[config.mk]
export PLATFORM = sky130hd
export DESIGN_NAME = counter_stim_driver_flat
export DESIGN_NICKNAME = d
export VERILOG_FILES = /design/src/rtl/counter_stim_if.sv /design/src/rtl/counter_stim_driver.sv /design/src/flat_wrapper.sv
export SDC_FILE = /design/constraint.sdc
export NUM_CORES = 1
export LEC_CHECK = 0
export CAP_MARGIN = 15
export CORE_MARGIN = 3
export CORE_UTILIZATION = 44
export DETAILED_ROUTE_END_ITERATION = 8
export GPL_ROUTABILITY_DRIVEN = 1
export GPL_TIMING_DRIVEN = 1
export PLACE_DENSITY = 0.83
export SETUP_SLACK_MARGIN = 0.1
export SLEW_MARGIN = 20
export SYNTH_ARGS = -nofsm -noshare
export SYNTH_HDL_FRONTEND = slang
export SYNTH_SLANG_ARGS = --single-unit
[constraint.sdc]
create_clock -name clk -period 2.2 [get_ports clk]
set_clock_uncertainty 0.05 [all_clocks]
set_input_delay 0.33 -clock clk [delete_from_list [all_inputs] [get_ports clk]]
set_output_delay 0.33 -clock clk [all_outputs]
set_load 0.01 [all_outputs]
[src/rtl/counter_stim_if.sv]
// Command channel into the counter stimulus driver: valid/ready handshake
// carrying an opcode, a load value and a repeat count.
interface counter_stim_if #(
   parameter int WIDTH = 4,
   parameter int RPT_W = 8
);
   logic             cmd_valid;
   logic             cmd_ready;
   logic [1:0]       cmd_op;
   logic [WIDTH-1:0] cmd_data;
   logic [RPT_W-1:0] cmd_rpt;

   modport master (
      output cmd_valid, cmd_op, cmd_data, cmd_rpt,
      input  cmd_ready
   );

   modport slave (
      input  cmd_valid, cmd_op, cmd_data, cmd_rpt,
      output cmd_ready
   );
endinterface

[src/rtl/counter_stim_driver.sv]
// Drives load/updown/data of an up/down counter from queued-free commands and
// keeps exp_count, a cycle-accurate prediction of the counter value.
//
// state | meaning
// IDLE  | ready for a command; counter held by reloading exp_count
// RUN   | latched op driven for rem+1 cycles; cmd_* ignored
module counter_stim_driver #(
   parameter int WIDTH = 4,
   parameter int RPT_W = 8
) (
   input  logic             clk,
   input  logic             rst_n,
   counter_stim_if.slave    cmd,
   output logic             load,
   output logic             updown,
   output logic [WIDTH-1:0] data,
   output logic [WIDTH-1:0] exp_count,
   output logic             busy,
   output logic             done
);

   typedef enum logic {IDLE, RUN} state_e;
   typedef enum logic [1:0] {OP_UP, OP_DOWN, OP_LOAD, OP_TOGGLE} op_e;

   localparam logic [WIDTH-1:0] ONE = {{(WIDTH-1){1'b0}}, 1'b1};

   state_e           state_q, state_d;
   op_e              op_q, op_d;
   logic [WIDTH-1:0] data_q, data_d;
   logic [RPT_W-1:0] rem_q, rem_d;
   logic             phase_q, phase_d;
   logic [WIDTH-1:0] exp_q, exp_d;
   logic             done_q, done_d;

   always_ff @(posedge clk or negedge rst_n) begin
      if (!rst_n) begin
         state_q <= IDLE;
         op_q    <= OP_UP;
         data_q  <= '0;
         rem_q   <= '0;
         phase_q <= 1'b1;
         exp_q   <= '0;
         done_q  <= 1'b0;
      end else begin
         state_q <= state_d;
         op_q    <= op_d;
         data_q  <= data_d;
         rem_q   <= rem_d;
         phase_q <= phase_d;
         exp_q   <= exp_d;
         done_q  <= done_d;
      end
   end

   always_comb begin
      state_d       = state_q;
      op_d          = op_q;
      data_d        = data_q;
      rem_d         = rem_q;
      phase_d       = phase_q;
      exp_d         = exp_q;
      done_d        = 1'b0;
      cmd.cmd_ready = 1'b0;
      busy          = 1'b0;
      load          = 1'b1;
      updown        = 1'b0;
      data          = exp_q;

      case (state_q)
         IDLE: begin
            cmd.cmd_ready = 1'b1;
            if (cmd.cmd_valid) begin
               op_d    = op_e'(cmd.cmd_op);
               data_d  = cmd.cmd_data;
               rem_d   = cmd.cmd_rpt;
               phase_d = 1'b1;
               state_d = RUN;
            end
         end
         RUN: begin
            busy = 1'b1;
            case (op_q)
               OP_UP:     begin load = 1'b0; updown = 1'b1; end
               OP_DOWN:   begin load = 1'b0; updown = 1'b0; end
               OP_LOAD:   begin load = 1'b1; data = data_q; end
               OP_TOGGLE: begin load = 1'b0; updown = phase_q; end
               default:   begin load = 1'b1; end
            endcase
            phase_d = ~phase_q;
            if (rem_q == '0) begin
               state_d = IDLE;
               done_d  = 1'b1;
            end else begin
               rem_d = rem_q - 1'b1;
            end
            // Mirror exactly what the counter samples at this edge
            if (load)
               exp_d = data;
            else if (updown)
               exp_d = exp_q + ONE;
            else
               exp_d = exp_q - ONE;
         end
         default: state_d = IDLE;
      endcase
   end

   assign exp_count = exp_q;
   assign done      = done_q;

endmodule
[src/flat_wrapper.sv]
// flat-port wrapper written by rule: the top's interface ports become plain ports
module counter_stim_driver_flat 
#(
   parameter int WIDTH = 4,
   parameter int RPT_W = 8
)
  (clk, rst_n, load, updown, data, exp_count, busy, done, cmd_cmd_valid, cmd_cmd_op, cmd_cmd_data, cmd_cmd_rpt, cmd_cmd_ready);
  counter_stim_if #(.WIDTH(WIDTH), .RPT_W(RPT_W)) cmd_i ();
  input  logic clk;
  input  logic rst_n;
  output logic load;
  output logic updown;
  output logic [WIDTH-1:0] data;
  output logic [WIDTH-1:0] exp_count;
  output logic busy;
  output logic done;
  input wire logic [$bits(cmd_i.cmd_valid)-1:0] cmd_cmd_valid;
  input wire logic [$bits(cmd_i.cmd_op)-1:0] cmd_cmd_op;
  input wire logic [$bits(cmd_i.cmd_data)-1:0] cmd_cmd_data;
  input wire logic [$bits(cmd_i.cmd_rpt)-1:0] cmd_cmd_rpt;
  output wire logic [$bits(cmd_i.cmd_ready)-1:0] cmd_cmd_ready;
  assign cmd_i.cmd_valid = cmd_cmd_valid;
  assign cmd_i.cmd_op = cmd_cmd_op;
  assign cmd_i.cmd_data = cmd_cmd_data;
  assign cmd_i.cmd_rpt = cmd_cmd_rpt;
  assign cmd_cmd_ready = cmd_i.cmd_ready;
  counter_stim_driver #(.WIDTH(WIDTH), .RPT_W(RPT_W)) u_core (.clk(clk), .rst_n(rst_n), .cmd(cmd_i), .load(load), .updown(updown), .data(data), .exp_count(exp_count), .busy(busy), .done(done));
endmodule
==> summary.txt, run 1 <==
Status
  • Run status: finished clean

Worst setup path
  • Slowest CP cell: dfrtp_1
  • CP required: roughly 1.8 ns
  • Delay of the slowest cell on the worst path: ~0.43 ns
  • CP Data Arrival Time: 1.72 ns
  • Maximum fanout count along the critical path: 5
  • Reg2Reg Launch Point: u_core.op_q[0]
  • Endpoint class of the critical path: output pin
  • WS Path Type: reg2out
  • Cell count of the worst reg-to-reg path: 9
  • Ordered cell list for the critical path: buf_6, buf_6, ha_4, nand2_4, mux2_2, buf_2
  • Cell type with the highest occurrence count on the critical path: buf_6
  • FF-to-FF End: u_core.exp_count[3]
  • Worst Setup Start Kind: register
  • R2R setup slack: around 0.16 ns

Power and ir drop
  • Net Switching: 1.10 mW
  • Clock network power share: 0.074
  • LEAKAGE: roughly 0.77 nW
  • Part of the power in registers: 0.296
  • Max rail drop VDD: 1050 uV
  • Switching share of power: 0.408
  • Cell internal power dissipation: 1.60 mW
  • Proportion of power drawn by combinational gates: 0.630
  • Total power divided by cell area: 1530 nW/um2

STA
  • Min Tclk post-route: 2.10 ns
  • Final hold slack: 0.264 ns
  • Max-slew violation count: 0
  • Transition at the pin with the smallest max-transition slack: approximately 0.52 ns
  • Count of endpoints failing hold in the final timing report: 0
  • RSZ-0062 raised after global routing: yes
  • Max_slew headroom: 0.651
  • Period utilisation layout: 0.954
  • Highest attainable clock frequency: roughly 480 MHz
  • Final count of negative-setup-slack endpoints: 0
  • Post-route setup TNS: 0 ns

Synthesis
  • Xor-xnor portion of the synthesized cell area: 0.0410
  • Main combinational cell family by area after synthesis: simple AND/OR/NAND/NOR gates
  • Synthesized Nets: 151
  • Area share of and/or/nand/nor cells after synthesis: 0.163
  • Total of warnings raised by yosys: 0
  • Flop and latch count out of synthesis: 21
  • Number of enable flip-flop cells after synthesis: 0
  • Synth Area in Adders: 0.0937
  • Share of the yosys chip area belonging to registers: 0.411
  • Cell area after synthesis: around 1300 um2
  • Post-Synthesis Cells: ~130
  • Fraction of the mapped netlist area in compound gates: 0.134
  • Average cell area after synthesis: 10.3 um2
  • Number of distinct library cells after synthesis: 39
  • Multiplexer area fraction after synthesis: 0.110
  • Top FF cell, synth: dfrtp_1
  • Async set or reset register ratio after synthesis: 1.00

Global routing
  • GRT overflow: 0
  • Met2 track utilization from global routing: 0.349
  • Pin count of the biggest net entering global routing: 21
  • Layer carrying the most global-route usage: met2
  • Global-route wire length before repair: roughly 4900 um
  • M1 GR Usage: 0.209
  • Global Route Usage Sum: 0.181
  • Global-route track usage on met3: 0.0454
  • Number of antenna violations at the first check in global routing: 0
  • Number of global-route vias before repair: 1,105

Job
  • Max-cap violation count: 0

Clocking
  • CTS H-tree lvls: 1
  • Clock sink total: 21
  • Clk_lat worst skew: roughly 0.32 ns
  • Hold-fix buffers, CTS: 0
  • Clock Tree Root: clkbuf_4
  • Deepest clock path buffer count: 2
  • CTS tree: built
  • Clock Pin Slew Worst Setup and Hold Paths: 0.14 ns
  • Number of buffers created by CTS: 3

Layout
  • Number of fill cells in the layout: about 210
  • Leading cell type in the layout, fill and taps excluded: clkdlybuf4s50_1
  • Number of nets in the layout: slightly below 200
  • Commonest cells after routing, fill and taps aside: clkdlybuf4s50_1 (23), dfrtp_1 (20), nor2_1 (12)
  • Proportion of layout cells with a drive suffix above 1: 0.283
  • Inserted Diodes: 0
  • Area Growth Syn to Fin: 38.0%
  • Final non-filler cell area: about 1800 um2

Floorplanning
  • Floorplan die area: 3600 um2
  • Count of boundary I/O pins: 30
  • Starting Density: 0.491
  • Area of the core region: 2610 um2
  • Width of the die: approximately 60 um
  • DIE HEIGHT: 60.0 um
  • FP Rows: 18

Routing
  • Post-Route WL: between 3000 and 4000 um
  • Count of vias placed by the detailed router: between 1,000 and 1,500
  • Pre-Repair DR Iteration Count: 4
  • DR WL/cell: 15.6 um
  • DRC violation total after the first TritonRoute iteration: 27
  • Drc violations: 0
  • Avg Vias per Cell: about 5.5
  • Routed Antenna Nets: 0

Placed design
  • Final Wtd Congestion: between 0.8 and 0.9
  • Area post-placement: ~1600 um2
  • I/O Buffers: 29
  • HPWL reported at the end of detailed placement: 2240 um

Min path
  • Worst min-delay path class: in2async
==> metrics by stage <==
stage	util	total power [mW]	std cells	setup WS (ns)
final	0.677	2.70	196	0.101
after floorplan	-	1.73	125	0.184
after CTS	0.641	2.48	192	0.0710
after detailed placement	0.617	2.25	184	0.0413
after global placement	0.617	2.14	184	0.113
after global routing	0.677	2.92	196	0.0468
==> layer usage <==
layer	share of wire	wire, um	vias up
met1	0.40	1230	528
li1	-	-	519
met3	0.054	164	4
met4	0.0069	21	0
met2	0.54	1640	32
met5	0	0	-
==> how the worst max path moves through the flow <==
stage,cells past startpoint,start,slack [ns],end
after CTS,3,u_core.state_q,0.07,cmd_cmd_ready
after global placement,5,u_core.op_q[0],0.11,updown
after global routing,6,u_core.op_q[1],0.05,data[0]
after floorplan,8,u_core.op_q[0],0.18,u_core.exp_count[3]
after detailed placement,8,u_core.op_q[0],0.04,u_core.exp_count[3]
final,6,u_core.op_q[1],0.10,data[0]
==> sequential cells by signal (all words and copies together), names as in the netlist <==
name / count
u_core.op_q: 2
u_core.state_q: 1
u_core.data_q: 4
u_core.done: 1
u_core.exp_count: 4
u_core.rem_q: 8
u_core.phase_q: 1
==> worst max-delay path: cells and delay by family (launching register included) <==
family | cells | cell delay, ns
adder cells (fa/ha/maj) | 1 | 0.16
flip-flops | 1 | 0.43
buffers and inverters | 3 | 0.38
multiplexers | 1 | 0.33
AND/OR/NAND/NOR | 1 | 0.10
==> cell usage after synthesis (all sizes together), types with 2 or more instances <==
| library cell | instances | area share |
|---|---|---|
| inv | 9 | 0.026 |
| buf | 3 | 0.019 |
| nor3 | 5 | 0.020 |
| nand2 | 7 | 0.022 |
| nor2b | 3 | 0.015 |
| a21oi | 9 | 0.035 |
| a21o | 2 | 0.013 |
| mux2i | 4 | 0.031 |
| a221oi | 2 | 0.019 |
| ha | 8 | 0.078 |
| mux2 | 9 | 0.079 |
| nand3 | 2 | 0.0078 |
| or2 | 2 | 0.0098 |
| xnor2 | 5 | 0.034 |
| o22ai | 3 | 0.015 |
| dfrtp | 20 | 0.39 |
| nor2 | 12 | 0.035 |
| o21ai | 5 | 0.020 |
==> power groups by stage <==
stage / combinational [mW] / sequential (mW) / clock, mW
CTS: 1.49 / 0.789 / 0.199
global route: 1.87 / 0.831 / 0.219
floorplan: 0.955 / 0.772 / 0
finish: 1.70 / 0.802 / 0.199
global placement: 1.36 / 0.785 / 0
detailed placement: 1.45 / 0.798 / 0
==> final cells by class <==
type / instances / area, um2 / share of cell area
Multi-Input combinational cell: 91 / 756 / 0.427
Inverter: 9 / 37.5 / 0.0212
Tap cell: 30 / 37.5 / 0.0212
Sequential cell: 21 / 527 / 0.298
Timing Repair Buffer: 41 / 384 / 0.217
Clock inverter: 1 / 5.00 / 0.00283
Clock buffer: 3 / 22.5 / 0.0127
==> logic make-up after synthesis <==
family / after synthesis
mux: 13
fa+ha+maj: 9
xor+xnor: 6
flops: 21
simple gates: 38
compound gates: 25
buf+inv: 13
==> what timing repair did <==
item                                    CTS  global route
endpoints found under the setup margin    8             6
endpoints found under the hold margin     0             0
setup buffers                             4             4
pin swaps                                 1             2
gates resized for setup                  26            15
Power figures use the tool's default switching activity.
==> run 2, diff against run 1 <==
--- a/config.mk
+++ b/config.mk
@@ -11,6 +11,7 @@
 export DETAILED_ROUTE_END_ITERATION = 8
 export GPL_ROUTABILITY_DRIVEN = 1
 export GPL_TIMING_DRIVEN = 1
+export MAX_ROUTING_LAYER = met4
 export PLACE_DENSITY = 0.83
 export SETUP_SLACK_MARGIN = 0.1
 export SLEW_MARGIN = 20
==> run 2 against run 1 <==
Core utilization grew 1.3 points. Sequential power up 0.5%. Wire length is 2.5% higher. Clock-buffer cell count unchanged. Cell count rose by 2.0%. Register-to-register slack is essentially flat. Maximum frequency increased by 1.4%. Worst setup slack better by 0.030 ns. Combinational power about the same. Die area unchanged. Sequential share of layout area is 0.51 points lower. Critical endpoint is now data[3]. Largest cell class unchanged.
==> summary.txt, run 2 (synthesis gave the netlist of run 1 again) <==
Global routing
  • Global Route Usage Sum: 0.187
  • GRT overflow: 0
  • Pin count of the biggest net entering global routing: 21
  • Number of global-route vias before repair: approximately 1,100
  • Number of antenna violations at the first check in global routing: 0
  • Global-route wire length before repair: slightly below 5000 um

STA
  • RSZ-0062 raised after global routing: no
  • Highest attainable clock frequency: between 400 and 500 MHz
  • Max_slew headroom: 0.633
  • Fin worst setup slack: between 0.1 and 0.15 ns
  • Post-route setup TNS: 0 ns
  • Final count of negative-setup-slack endpoints: 0
  • Transition at the pin with the smallest max-transition slack: 0.549 ns
  • Min Tclk post-route: a little over 2 ns
  • Max-slew violation count: 0
  • Period utilisation layout: 0.941
  • Count of endpoints failing hold in the final timing report: 0

Power and ir drop
  • Switching share of power: 0.410
  • Cell internal power dissipation: between 1.5 and 2 mW
  • Net Switching: about 1.1 mW
  • LEAKAGE: about 0.79 nW
  • Clock network power share: 0.072
  • Part of the power in registers: 0.294
  • Total power divided by cell area: between 1500 and 2000 nW/um2
  • Final Power: 2.74 mW
  • Max rail drop VDD: 1060 uV
  • Proportion of power drawn by combinational gates: 0.633

Worst setup path
  • Endpoint class of the critical path: output pin
  • Cell type with the highest occurrence count on the critical path: buf_6
  • Ordered cell list for the critical path: buf_6, buf_6, ha_4, nand2_8, mux2_4, buf_2
  • Slowest CP cell: dfrtp_1
  • Maximum fanout count along the critical path: 5
  • CP Data Arrival Time: around 1.7 ns
  • WS Path Type: reg2out
  • Worst Setup Start Kind: register
  • CP required: between 1.5 and 2 ns
  • Delay of the slowest cell on the worst path: approximately 0.43 ns

Routing
  • Drc violations: 0
  • Post-Route WL: around 3100 um
  • DRC violation total after the first TritonRoute iteration: 25
  • Routed Antenna Nets: 0
  • Count of vias placed by the detailed router: between 1,000 and 1,500
  • DR WL/cell: approximately 16 um
  • Avg Vias per Cell: around 5.5
  • Pre-Repair DR Iteration Count: 4

Floorplanning
  • Floorplan die area: about 3600 um2
  • Width of the die: roughly 60 um
  • DIE HEIGHT: ~60 um
  • Count of boundary I/O pins: 30
  • FP Rows: 18
  • Area of the core region: about 2600 um2
  • Starting Density: 0.491

Placed design
  • Area post-placement: 1610 um2
  • I/O Buffers: 29
  • Final Wtd Congestion: about 0.87
  • HPWL reported at the end of detailed placement: 2240 um
  • Worst setup timing slack at the placement stage: approximately 0.041 ns

Layout
  • Total area of multi-input combinational cells: 763 um2
  • Final non-filler cell area: 1800 um2
  • Top register by number of flip-flops: u_core.rem_q
  • Commonest cells after routing, fill and taps aside: clkdlybuf4s50_1 (23), dfrtp_1 (19), buf_4 (13)
  • Sequential cell area: about 530 um2
  • Number of nets in the layout: 197
  • Area Growth Syn to Fin: 40.7%
  • Number of fill cells in the layout: 208
  • Proportion of layout cells with a drive suffix above 1: 0.312
  • Leading cell type in the layout, fill and taps excluded: clkdlybuf4s50_1
  • Largest register FFs: 8
  • Inserted Diodes: 0

Min path
  • Worst min-delay path class: in2async

Status
  • Run status: finished clean

Clocking
  • CTS H-tree lvls: 1
  • Number of buffers created by CTS: 3
  • Clk_lat worst skew: about 0.32 ns
  • CTS tree: built
  • Clock Pin Slew Worst Setup and Hold Paths: 0.14 ns
  • Hold-fix buffers, CTS: 0
  • Deepest clock path buffer count: 2
  • Clock sink total: 21
  • Clock Tree Root: clkbuf_4

Job
  • Max-cap violation count: 0
run 2: what timing repair did:
action                     in CTS  in global routing
setup endpoints to repair       8                  6
buffers inserted                4                  8
pin swaps                       1                  2
hold endpoints to repair        0                  0
gates resized for setup        26                 19
run 2: area by class of cell:
cell class                 count  area share
multi-input combinational     91       0.423
clock inverter                 1     0.00277
clock buffer                   3      0.0125
sequential                    21       0.293
timing repair buffer          45       0.227
tap                           30      0.0208
inverter                       9      0.0208
run 2: worst max-delay path, delay by kind of cell, from the launching register on:
family,cells,cell delay [ns]
adders and majority gates,1,0.17
buffers and inverters,3,0.38
DFF,1,0.43
muxes,1,0.30
and+or+nand+nor,1,0.08
run 2: worst paths after layout:
path | start | endpoint | slack [ns] | cells past startpoint
max in group asynchronous | rst_n | u_core.phase_q | 1.21 | 2
min in group clk | u_core.data_q[3] | u_core.data_q[3] | 0.49 | 1
worst min-delay path | rst_n | u_core.data_q[0] | 0.27 | 1
worst min register to register | u_core.data_q[3] | u_core.data_q[3] | 0.49 | 1
worst max-delay path | u_core.op_q[1] | data[3] | 0.13 | 6
worst max register to register | u_core.op_q[0] | u_core.exp_count[3] | 0.16 | 9
run 2: metal layers:
metal  part of all wire  global-route usage  vias to the layer above
met5                  0                   -                        -
met4             0.0074             0.00949                        0
met3              0.051              0.0454                        4
met2               0.54               0.349                       37
met1               0.40               0.209                      529
li1                   -                   -                      526
run 2: through the flow:
stage	hold slack [ns]	instances	utilization
after detailed placement	0.468	184	0.617
after CTS	0.289	192	0.641
final	0.272	200	0.691
after floorplan	-0.0156	125	-
after global placement	0.440	184	0.617
after global routing	0.284	200	0.691
run 2: power groups by stage:
stage	combinational [mW]	clock [mW]	sequential, mW
6_report	1.73	0.198	0.806
3_5_place_dp	1.45	0	0.798
3_3_place_gp	1.36	0	0.785
2_1_floorplan	0.955	0	0.772
4_1_cts	1.49	0.199	0.789
5_1_grt	1.91	0.215	0.834
==> run 3, diff against run 2 <==
--- a/config.mk
+++ b/config.mk
@@ -5,6 +5,7 @@
 export SDC_FILE = /design/constraint.sdc
 export NUM_CORES = 1
 export LEC_CHECK = 0
+export ABC_CLOCK_PERIOD_IN_PS = 2200
 export CAP_MARGIN = 15
 export CORE_MARGIN = 3
 export CORE_UTILIZATION = 44
==> results of run 3 <==
The final DEF is identical to that of run 2; final timing and power are the same.
